===== src/rtl/decryption_rx.sv =====
// decryption_rx: receive-side FIFO + XOR/inverse-permutation decrypt with a valid/ready output.
// Ports: clock/rst (async active-low); en gates push and pop; din/in_v ciphertext pulse in;
// dout/out_v/out_ready plaintext handshake out; ovf sticky overflow; fifo_cnt occupancy.
// Optional DECRYPT_DROP_CNT_EN adds drop_cnt, a saturating count of overflow drops.
module decryption_rx #(
   parameter int N = 8,
   parameter int DEPTH = 4,
   parameter logic [N-1:0] K1 = 8'b0011_1110,
   parameter logic [N-1:0] K2 = 8'b0100_1001,
   parameter logic [N-1:0] K3 = 8'b0111_1110
) (
   input  logic                     clock,
   input  logic                     rst,
   input  logic                     en,
   input  logic [N-1:0]             din,
   input  logic                     in_v,
   output logic [N-1:0]             dout,
   output logic                     out_v,
   input  logic                     out_ready,
   output logic [$clog2(DEPTH):0]   fifo_cnt,
`ifdef DECRYPT_DROP_CNT_EN
   output logic [7:0]               drop_cnt,
   output logic                     ovf
`else
   output logic                     ovf
`endif
);
   localparam int AW = $clog2(DEPTH);
   localparam int CW = AW + 1;
   localparam logic [N-1:0] K = K1 ^ K2 ^ K3;
   localparam logic [CW-1:0] FULL = CW'(DEPTH);
   logic [N-1:0]  mem_q [DEPTH];
   logic [N-1:0]  mem_d [DEPTH];
   logic [AW-1:0] wr_ptr_q, wr_ptr_d, rd_ptr_q, rd_ptr_d;
   logic [CW-1:0] cnt_q, cnt_d;
   logic [N-1:0]  dout_q, dout_d, p;
   logic          out_v_q, out_v_d, ovf_q, ovf_d;
   logic          free, pop, push, drop;
   always_comb begin
      free     = !out_v_q || out_ready;
      pop      = en && free && (cnt_q != '0);
      // a full FIFO still accepts when the same edge pops its head
      push     = en && in_v && (cnt_q != FULL || pop);
      drop     = en && in_v && !push;
      p        = mem_q[rd_ptr_q] ^ K;
      mem_d    = mem_q;
      if (push) mem_d[wr_ptr_q] = din;
      wr_ptr_d = push ? wr_ptr_q + 1'b1 : wr_ptr_q;
      rd_ptr_d = pop ? rd_ptr_q + 1'b1 : rd_ptr_q;
      cnt_d    = cnt_q + CW'(push) - CW'(pop);
      dout_d   = pop ? {p[3], p[4], p[6], p[2], p[1], p[5], p[0], p[7]} : dout_q;
      // a completed handshake clears out_v even when en=0
      out_v_d  = pop || (out_v_q && !free);
      ovf_d    = ovf_q || drop;
   end
   always_ff @(posedge clock or negedge rst) begin
      if (!rst) begin
         mem_q    <= '{default: '0};
         wr_ptr_q <= '0;
         rd_ptr_q <= '0;
         cnt_q    <= '0;
         dout_q   <= '0;
         out_v_q  <= 1'b0;
         ovf_q    <= 1'b0;
      end else begin
         mem_q    <= mem_d;
         wr_ptr_q <= wr_ptr_d;
         rd_ptr_q <= rd_ptr_d;
         cnt_q    <= cnt_d;
         dout_q   <= dout_d;
         out_v_q  <= out_v_d;
         ovf_q    <= ovf_d;
      end
   end
`ifdef DECRYPT_DROP_CNT_EN
   logic [7:0] drop_cnt_q, drop_cnt_d;
   always_comb begin
      drop_cnt_d = (drop && drop_cnt_q != 8'hFF) ? drop_cnt_q + 8'd1 : drop_cnt_q;
   end
   always_ff @(posedge clock or negedge rst) begin
      if (!rst) drop_cnt_q <= '0;
      else drop_cnt_q <= drop_cnt_d;
   end
   assign drop_cnt = drop_cnt_q;
`endif
   assign dout     = dout_q;
   assign out_v    = out_v_q;
   assign ovf      = ovf_q;
   assign fifo_cnt = cnt_q;
endmodule


===== config.mk =====
export PLATFORM = sky130hd
export DESIGN_NAME = decryption_rx
export DESIGN_NICKNAME = d
export VERILOG_FILES = /design/src/rtl/decryption_rx.sv
export SDC_FILE = /design/constraint.sdc
export NUM_CORES = 1
export LEC_CHECK = 0
export CAP_MARGIN = 25
export CORE_AREA = 2 2 74 76
export CTS_CLUSTER_SIZE = 30
export DETAILED_ROUTE_END_ITERATION = 12
export DIE_AREA = 0 0 76 78
export GPL_ROUTABILITY_DRIVEN = 0
export PLACE_DENSITY = 0.67
export SETUP_SLACK_MARGIN = 0.15
export SLEW_MARGIN = 20
export SYNTH_ARGS = -nofsm -noshare
export SYNTH_HDL_FRONTEND = slang
export SYNTH_SLANG_ARGS = --single-unit

===== constraint.sdc =====
create_clock -name clock -period 2.38 [get_ports clock]
set_clock_uncertainty 0.2 [all_clocks]
set_input_delay 0.476 -clock clock [delete_from_list [all_inputs] [get_ports clock]]
set_output_delay 0.476 -clock clock [all_outputs]
set_load 0.01 [all_outputs]

==> out/qor.csv, run 1 <==
stage;metric;value;unit
critical_path;crit path capture type;register;
clock_network;CTS tree;built;
layout;final std cells w/o fill;259;
layout;Area growth, synth to finish;30.9;%
route;Via density;4.95;
logic_synthesis;leading area contributor after synthesis;dfrtp_1;
layout;Layout Nets;208;
timing;final setup fails;1;
timing;worst slew pin tran;0.465;ns
place;I/O Buffers;25;
floorplan;Die Y;78;microns
logic_synthesis;Post-Syn Area;2240;sq um
timing;Setup TNS;-0.0265;ns
floorplan;Die ar.;5930;sq um
timing;headroom to the max-slew limit;0.690;
critical_path;CP startpoint kind;register;
timing;Final Slew Violations;0;
critical_path;Crit Path Class;register to register;
timing;Fmax;416;MHz
timing;slack of the critical path;-0.0265;ns
place;DPL Wire Length;2.88;mm
route;drt pass-1 iters;3;
run_status;failing checks;setup timing;
place;DP Cell Count;244;
timing;crit path time final;2.41;ns
logic_synthesis;top cell type's share of synthesized area;0.547;
logic_synthesis;synthesized flop and latch total;49;
timing;Tcrit/Tclk final;1.01;
global_route;GRT Overall Usage;0.155;
global_route;GR Overflow Total;0;
timing;RSZ-0062 raised after global routing;true;
route;Residual DRC;0;
logic_synthesis;Post-Synth Simple-Gate Area;0.0162;
power_and_ir_drop;VDD IR max;0.594;mV
critical_path;crit-path max FO;3;
worst_hold_path;Hold WC Path Type;register to register;
route;vias;1281;
logic_synthesis;Synth Area in Adders;0.0424;
floorplan;Starting Density;0.444;
logic_synthesis;mux share of post-synthesis cell area;0.285;
logic_synthesis;count leader, synth;dfrtp_1;
clock_network;CTS H-tree lvls;2;
logic_synthesis;xor/xnor share of the synthesized area;0.0195;
logic_synthesis;synth warn;0;
power_and_ir_drop;leakage;1.25;nW
logic_synthesis;Mapped Cells;138;
clock_network;worst skew pair latency;0.30;ns
logic_synthesis;Compound-Gate Fraction of Synth Area;0.0586;
global_route;first-pass GRT wire length;7.03;mm
logic_synthesis;Commonest cells post-synth;dfrtp_1 (49), mux2_2 (37), inv_1 (8), mux4_2 (8), ha_1 (6);
logic_synthesis;ranking of synthesized cells by area;dfrtp_1 (55%), mux2_2 (19%), mux4_2 (8.0%);
clock_network;Clock Sink Count;49;
floorplan;# IOs;26;
logic_synthesis;fraction of registers with async set/reset;1.00;
global_route;initial antenna violation count;0;
clock_network;total CTS buffers;5;
critical_path;WP data arrival;2.40;ns
global_route;largest net degree at the start of global routing;50;
power_and_ir_drop;Power Density;1250;nW/um^2
logic_synthesis;ys flop type;dfrtp_1;
logic_synthesis;Mapped Nets;158;
clock_network;clk root buf;clkbuf_8;
run_status;status;complete, but fails checks;
route;wire length per cell;16.2;microns
clock_network;CTS Buffer Depth;2;
layout;n_diodes;0;
floorplan;Die W;76;microns
job;Max Cap Viol;0;
floorplan;core footprint;5040;sq um
clock_network;Clock transition at path regs;0.08;ns
logic_synthesis;Synth cell types;22;
floorplan;Std-Cell Rows;26;
global_route;vias in the first global route;1382;
logic_synthesis;Avg Inst Size Synth;16.2;sq um
route;routed wire length;4.19;mm
critical_path;Req. time, crit path;2.37;ns
layout;fraction of layout instances using a drive strength above 1;0.497;
logic_synthesis;Post-synth EDFFs;0;
route;initial drt markers;35;
timing;final hold vios;0;
logic_synthesis;sequential fraction of the synthesis area;0.547;
logic_synthesis;largest family of logic cells by synthesized area;multiplexers;
route;final antenna-violating net count;0;
state kept, by name, indices dropped and copies added, names as in the netlist:
name      flops
dout          8
wr_ptr_q      2
rd_ptr_q      2
ovf           1
fifo_cnt      3
mem_q        32
out_v         1
cell usage in the layout (no fill, tap or decap):
| cell type | count |
|---|---|
| nand2b_1 | 1 |
| buf_12 | 5 |
| ha_4 | 2 |
| mux2i_1 | 2 |
| dlygate4sd3_1 | 1 |
| nand4_1 | 1 |
| or3b_4 | 1 |
| nand2_1 | 1 |
| a21oi_1 | 1 |
| clkdlybuf4s50_1 | 24 |
| o2111ai_4 | 4 |
| mux2_1 | 2 |
| inv_2 | 4 |
| ha_1 | 4 |
| clkbuf_8 | 5 |
| inv_1 | 4 |
| buf_2 | 1 |
| fa_2 | 1 |
| o211ai_4 | 1 |
| buf_6 | 1 |
| xnor2_1 | 4 |
| clkinvlp_4 | 1 |
| dfrtp_2 | 1 |
| xnor2_2 | 1 |
| buf_4 | 18 |
| mux4_2 | 8 |
| a31o_2 | 1 |
| clkbuf_1 | 2 |
| dfrtp_1 | 48 |
| mux2_2 | 37 |
| nand3_2 | 1 |
| or3_4 | 1 |
repair_timing:
action | in CTS | in global routing
setup endpoints to repair | 2 | 2
setup buffers | 2 | 4
endpoints found under the hold margin | 49 | 0
pin swaps | 2 | 1
hold buffers | 1 | 0
resized for setup | 5 | 7
layout make-up:
| class | count | area (sq um) |
|---|---|---|
| Multi-Input combinational cell | 74 | 1000 |
| Sequential cell | 49 | 1230 |
| Tap cell | 70 | 87.6 |
| Timing Repair Buffer | 50 | 502 |
| Inverter | 8 | 30.0 |
| Clock inverter | 1 | 7.51 |
| Clock buffer | 7 | 76.3 |
| Fill cell | 390 | 2110 |
metrics by stage:
step	total power, mW	hold WS, ns	cell area [sq um]	setup WS [ns]	util
final	3.66	0.284	2930	-0.0265	0.582
after global routing	3.91	0.297	2930	-0.102	0.582
after CTS	3.65	0.289	2880	-0.0640	0.571
after detailed placement	3.10	0.269	2750	-0.335	0.544
after global placement	3.00	0.251	2750	-0.280	0.544
after floorplan	2.49	-0.0196	2260	-0.163	-
routing by layer:
layer  GRT usage  up-vias  share of wire
li1            -      601              -
met4      0.0545        0          0.014
met2       0.278       21           0.53
met5           0        -              0
met3      0.0419        6          0.037
met1       0.181      653           0.42
power by group:
| group | internal, mW | switching [mW] |
|---|---|---|
| Combinational | 1.09 | 0.595 |
| Sequential | 1.26 | 0.254 |
| Clock | 0.208 | 0.262 |
worst paths after layout:
| kind | startpoint | to | slack, ns | cells past startpoint |
|---|---|---|---|---|
| worst min-delay path | ovf | ovf | 0.28 | 1 |
| worst max register to register | fifo_cnt[0] | fifo_cnt[2] | -0.03 | 9 |
| min in group asynchronous | rst | ovf | 0.48 | 3 |
| worst max-delay path | fifo_cnt[0] | fifo_cnt[2] | -0.03 | 9 |
| worst min register to register | ovf | ovf | 0.28 | 1 |
| max in group asynchronous | rst | wr_ptr_q[0] | 1.27 | 3 |
cell families after synthesis:
group / after synthesis
muxes: 49
DFF: 49
buffers and inverters: 15
AOI/OAI and AO/OA: 7
adders and majority gates: 7
and+or+nand+nor: 6
xor gates and xnor gates: 5
critical path: stages, from the launching register on:
cell	delay (ns)
dfrtp_1	0.42
or3b_4	0.43
o211ai_4	0.21
ha_4	0.23
inv_2	0.06
ha_4	0.11
inv_2	0.03
fa_2	0.35
xnor2_2	0.15
xnor2_1	0.12
(Power assumes the default switching activity.)
==> run 2: changes to the inputs <==
Settings changed: PLACE_DENSITY 0.67 to 0.65, SLEW_MARGIN 20 to 40.
==> run 2 against run 1 <==
The run still ends with setup timing left. Combinational power shrank 8%. Sequential share of layout area up 0.52 points. Maximum frequency fell by 1.0%. Cell area down 1.2%.
==> out/qor.csv, run 2 (same netlist as run 1, synthesis figures left out) <==
stage;metric;value;unit;change
run_status;status;complete, but fails checks;;
run_status;failing checks;setup timing;;
timing;slack of the critical path;-0.0519;ns;-0.0254 ns
critical_path;Crit Path Class;register to register;;
layout;Largest Register;mem_q;;
critical_path;CP startpoint kind;register;;
route;final antenna-violating net count;0;;unchanged
timing;Setup TNS;-0.0519;ns;-0.0254 ns
route;met3 WL;123;microns;-21%
route;wire length per cell;16.3;microns;+0.61%
floorplan;Die Y;78;microns;unchanged
critical_path;Req. time, crit path;2.37;ns;about the same
global_route;first-pass GRT wire length;7.32;mm;+4.1%
global_route;largest net degree at the start of global routing;27;;-46%
floorplan;Die ar.;5930;sq um;unchanged
route;DR top layer;met4;;
global_route;initial antenna violation count;0;;unchanged
timing;crit path time final;2.43;ns;+0.0254 ns
layout;cell area after layout;2900;sq um;-1.2%
layout;most frequent cells in the layout;dfrtp_1 (48), mux2_2 (37), clkdlybuf4s50_1 (24);;
place;I/O Buffers;25;;unchanged
route;vias;1298;;+1.3%
layout;fillers;423;;+8.5%
route;Via density;5.11;;+3.3%
job;Max Cap Viol;0;;unchanged
clock_network;total CTS buffers;5;;unchanged
route;routed wire length;4.13;mm;-1.3%
power_and_ir_drop;total power;3.66;mW;about the same
clock_network;Clock Sink Count;49;;unchanged
clock_network;Clock transition at path regs;0.09;ns;about the same
route;Metal-1 WL;1.69;mm;-3.0%
clock_network;CTS Buffer Depth;2;;unchanged
timing;hold_ws;0.289;ns;+0.00511 ns
power_and_ir_drop;Power Density;1260;nW/um^2;+1.2%
route;met2 routed WL;2.28;mm;+2.2%
timing;worst slew pin tran;0.601;ns;+0.136 ns
clock_network;CTS tree;built;;
layout;n_diodes;0;;unchanged
power_and_ir_drop;VDD IR max;0.546;mV;-8.1%
place;DP Cell Count;242;;-0.82%
layout;multi-input logic area;980;sq um;-2.2%
timing;Fmax;411;MHz;-1.0%
layout;Layout Nets;203;;-2.4%
worst_hold_path;Hold WC Path Type;register to register;;
clock_network;worst skew pair latency;0.29;ns;about the same
timing;RSZ-0062 raised after global routing;true;;
clock_network;clk root buf;clkbuf_8;;
route;Residual DRC;0;;unchanged
layout;fraction of layout instances using a drive strength above 1;0.467;;-0.0300
timing;headroom to the max-slew limit;0.600;;-0.0906
global_route;GRT Overall Usage;0.160;;+0.00424
route;drt pass-1 iters;4;;+1
timing;Final Slew Violations;0;;unchanged
critical_path;crit path capture type;register;;
layout;final core occ;0.574;;-0.00720
floorplan;Die W;76;microns;unchanged
layout;area taken by flip-flops and latches;1230;sq um;unchanged
floorplan;# IOs;26;;unchanged
layout;Largest register FFs;32;;unchanged
place;Post-DP Area;2730;sq um;-0.55%
floorplan;core footprint;5040;sq um;unchanged
layout;Area growth, synth to finish;29.3;%;
power_and_ir_drop;leakage;1.25;nW;-0.36%
timing;final hold vios;0;;unchanged
global_route;vias in the first global route;1484;;+7.4%
route;initial drt markers;54;;+54%
critical_path;crit-path max FO;3;;unchanged
critical_path;WP data arrival;2.42;ns;+0.02 ns
layout;final std cells w/o fill;254;;-1.9%
global_route;GR Overflow Total;0;;unchanged
timing;final setup fails;1;;unchanged
layout;most common cell after layout, fill and taps aside;dfrtp_1;;
timing;Tcrit/Tclk final;1.02;;+0.0107
clock_network;CTS H-tree lvls;2;;unchanged
place;DPL Wire Length;2.98;mm;+3.3%
floorplan;Starting Density;0.444;;unchanged
floorplan;Std-Cell Rows;26;;unchanged
place;pre-CTS setup slack;-0.346;ns;-0.0118 ns
==> run 2: cell count changes in the layout (fill, tap and decap cells not counted), moves of 2 or more <==
cell / before / now
ha_4: 2 / 0
inv_1: 4 / 7
buf_4: 18 / 14
ha_1: 4 / 6
inv_2: 4 / 1
==> run 2: worst max-delay path: stages, from the launching register on <==
cell and delay, ns:
dfrtp_1 0.40, buf_4 0.14, or3_4 0.34, nand3_2 0.07
inv_1 0.05, ha_1 0.26, inv_1 0.06, ha_1 0.14
inv_2 0.04, fa_2 0.35, xnor2_2 0.15, xnor2_1 0.12
==> run 2: area by class of cell <==
cell class | instances | share of cell area
flip-flops and latches | 49 | 0.424
multi-input cells | 74 | 0.338
repair buffers | 45 | 0.159
well taps | 70 | 0.0302
clock buffers | 6 | 0.0251
clock inverters | 2 | 0.0134
inverters | 8 | 0.0104
==> run 2: final timing paths <==
check	start	end	slack [ns]	cells past startpoint
setup / recovery	fifo_cnt[0]	fifo_cnt[2]	-0.05	11
hold / removal	ovf	ovf	0.29	1
setup reg to reg	fifo_cnt[0]	fifo_cnt[2]	-0.05	11
hold reg to reg	ovf	ovf	0.29	1
max in group asynchronous	rst	mem_q[7]	0.91	3
min in group asynchronous	rst	fifo_cnt[0]	0.51	2
==> run 2: report_power, final <==
part           switching [mW]  internal [mW]
clock                   0.268          0.316
sequential              0.281           1.26
combinational           0.538           1.00
==> run 2: per-layer routing <==
metal,vias to the layer above,track usage
met5,-,0
met4,0,0.0491
met3,4,0.0360
met2,20,0.285
met1,680,0.194
li1,594,-
==> run 2: what timing repair did <==
item                                   4_1_cts  5_1_grt
setup endpoints to repair                    2        2
hold buffers                                 1        0
endpoints found under the hold margin       23        0
setup buffers                                1        2
resized for setup                            4        2
pin swaps                                    2        0
==> run 3: changes to the inputs <==
Settings changed: GPL_ROUTABILITY_DRIVEN 0 to not set.
==> results of run 3 <==
The final DEF is identical to that of run 2; final timing and power are the same.
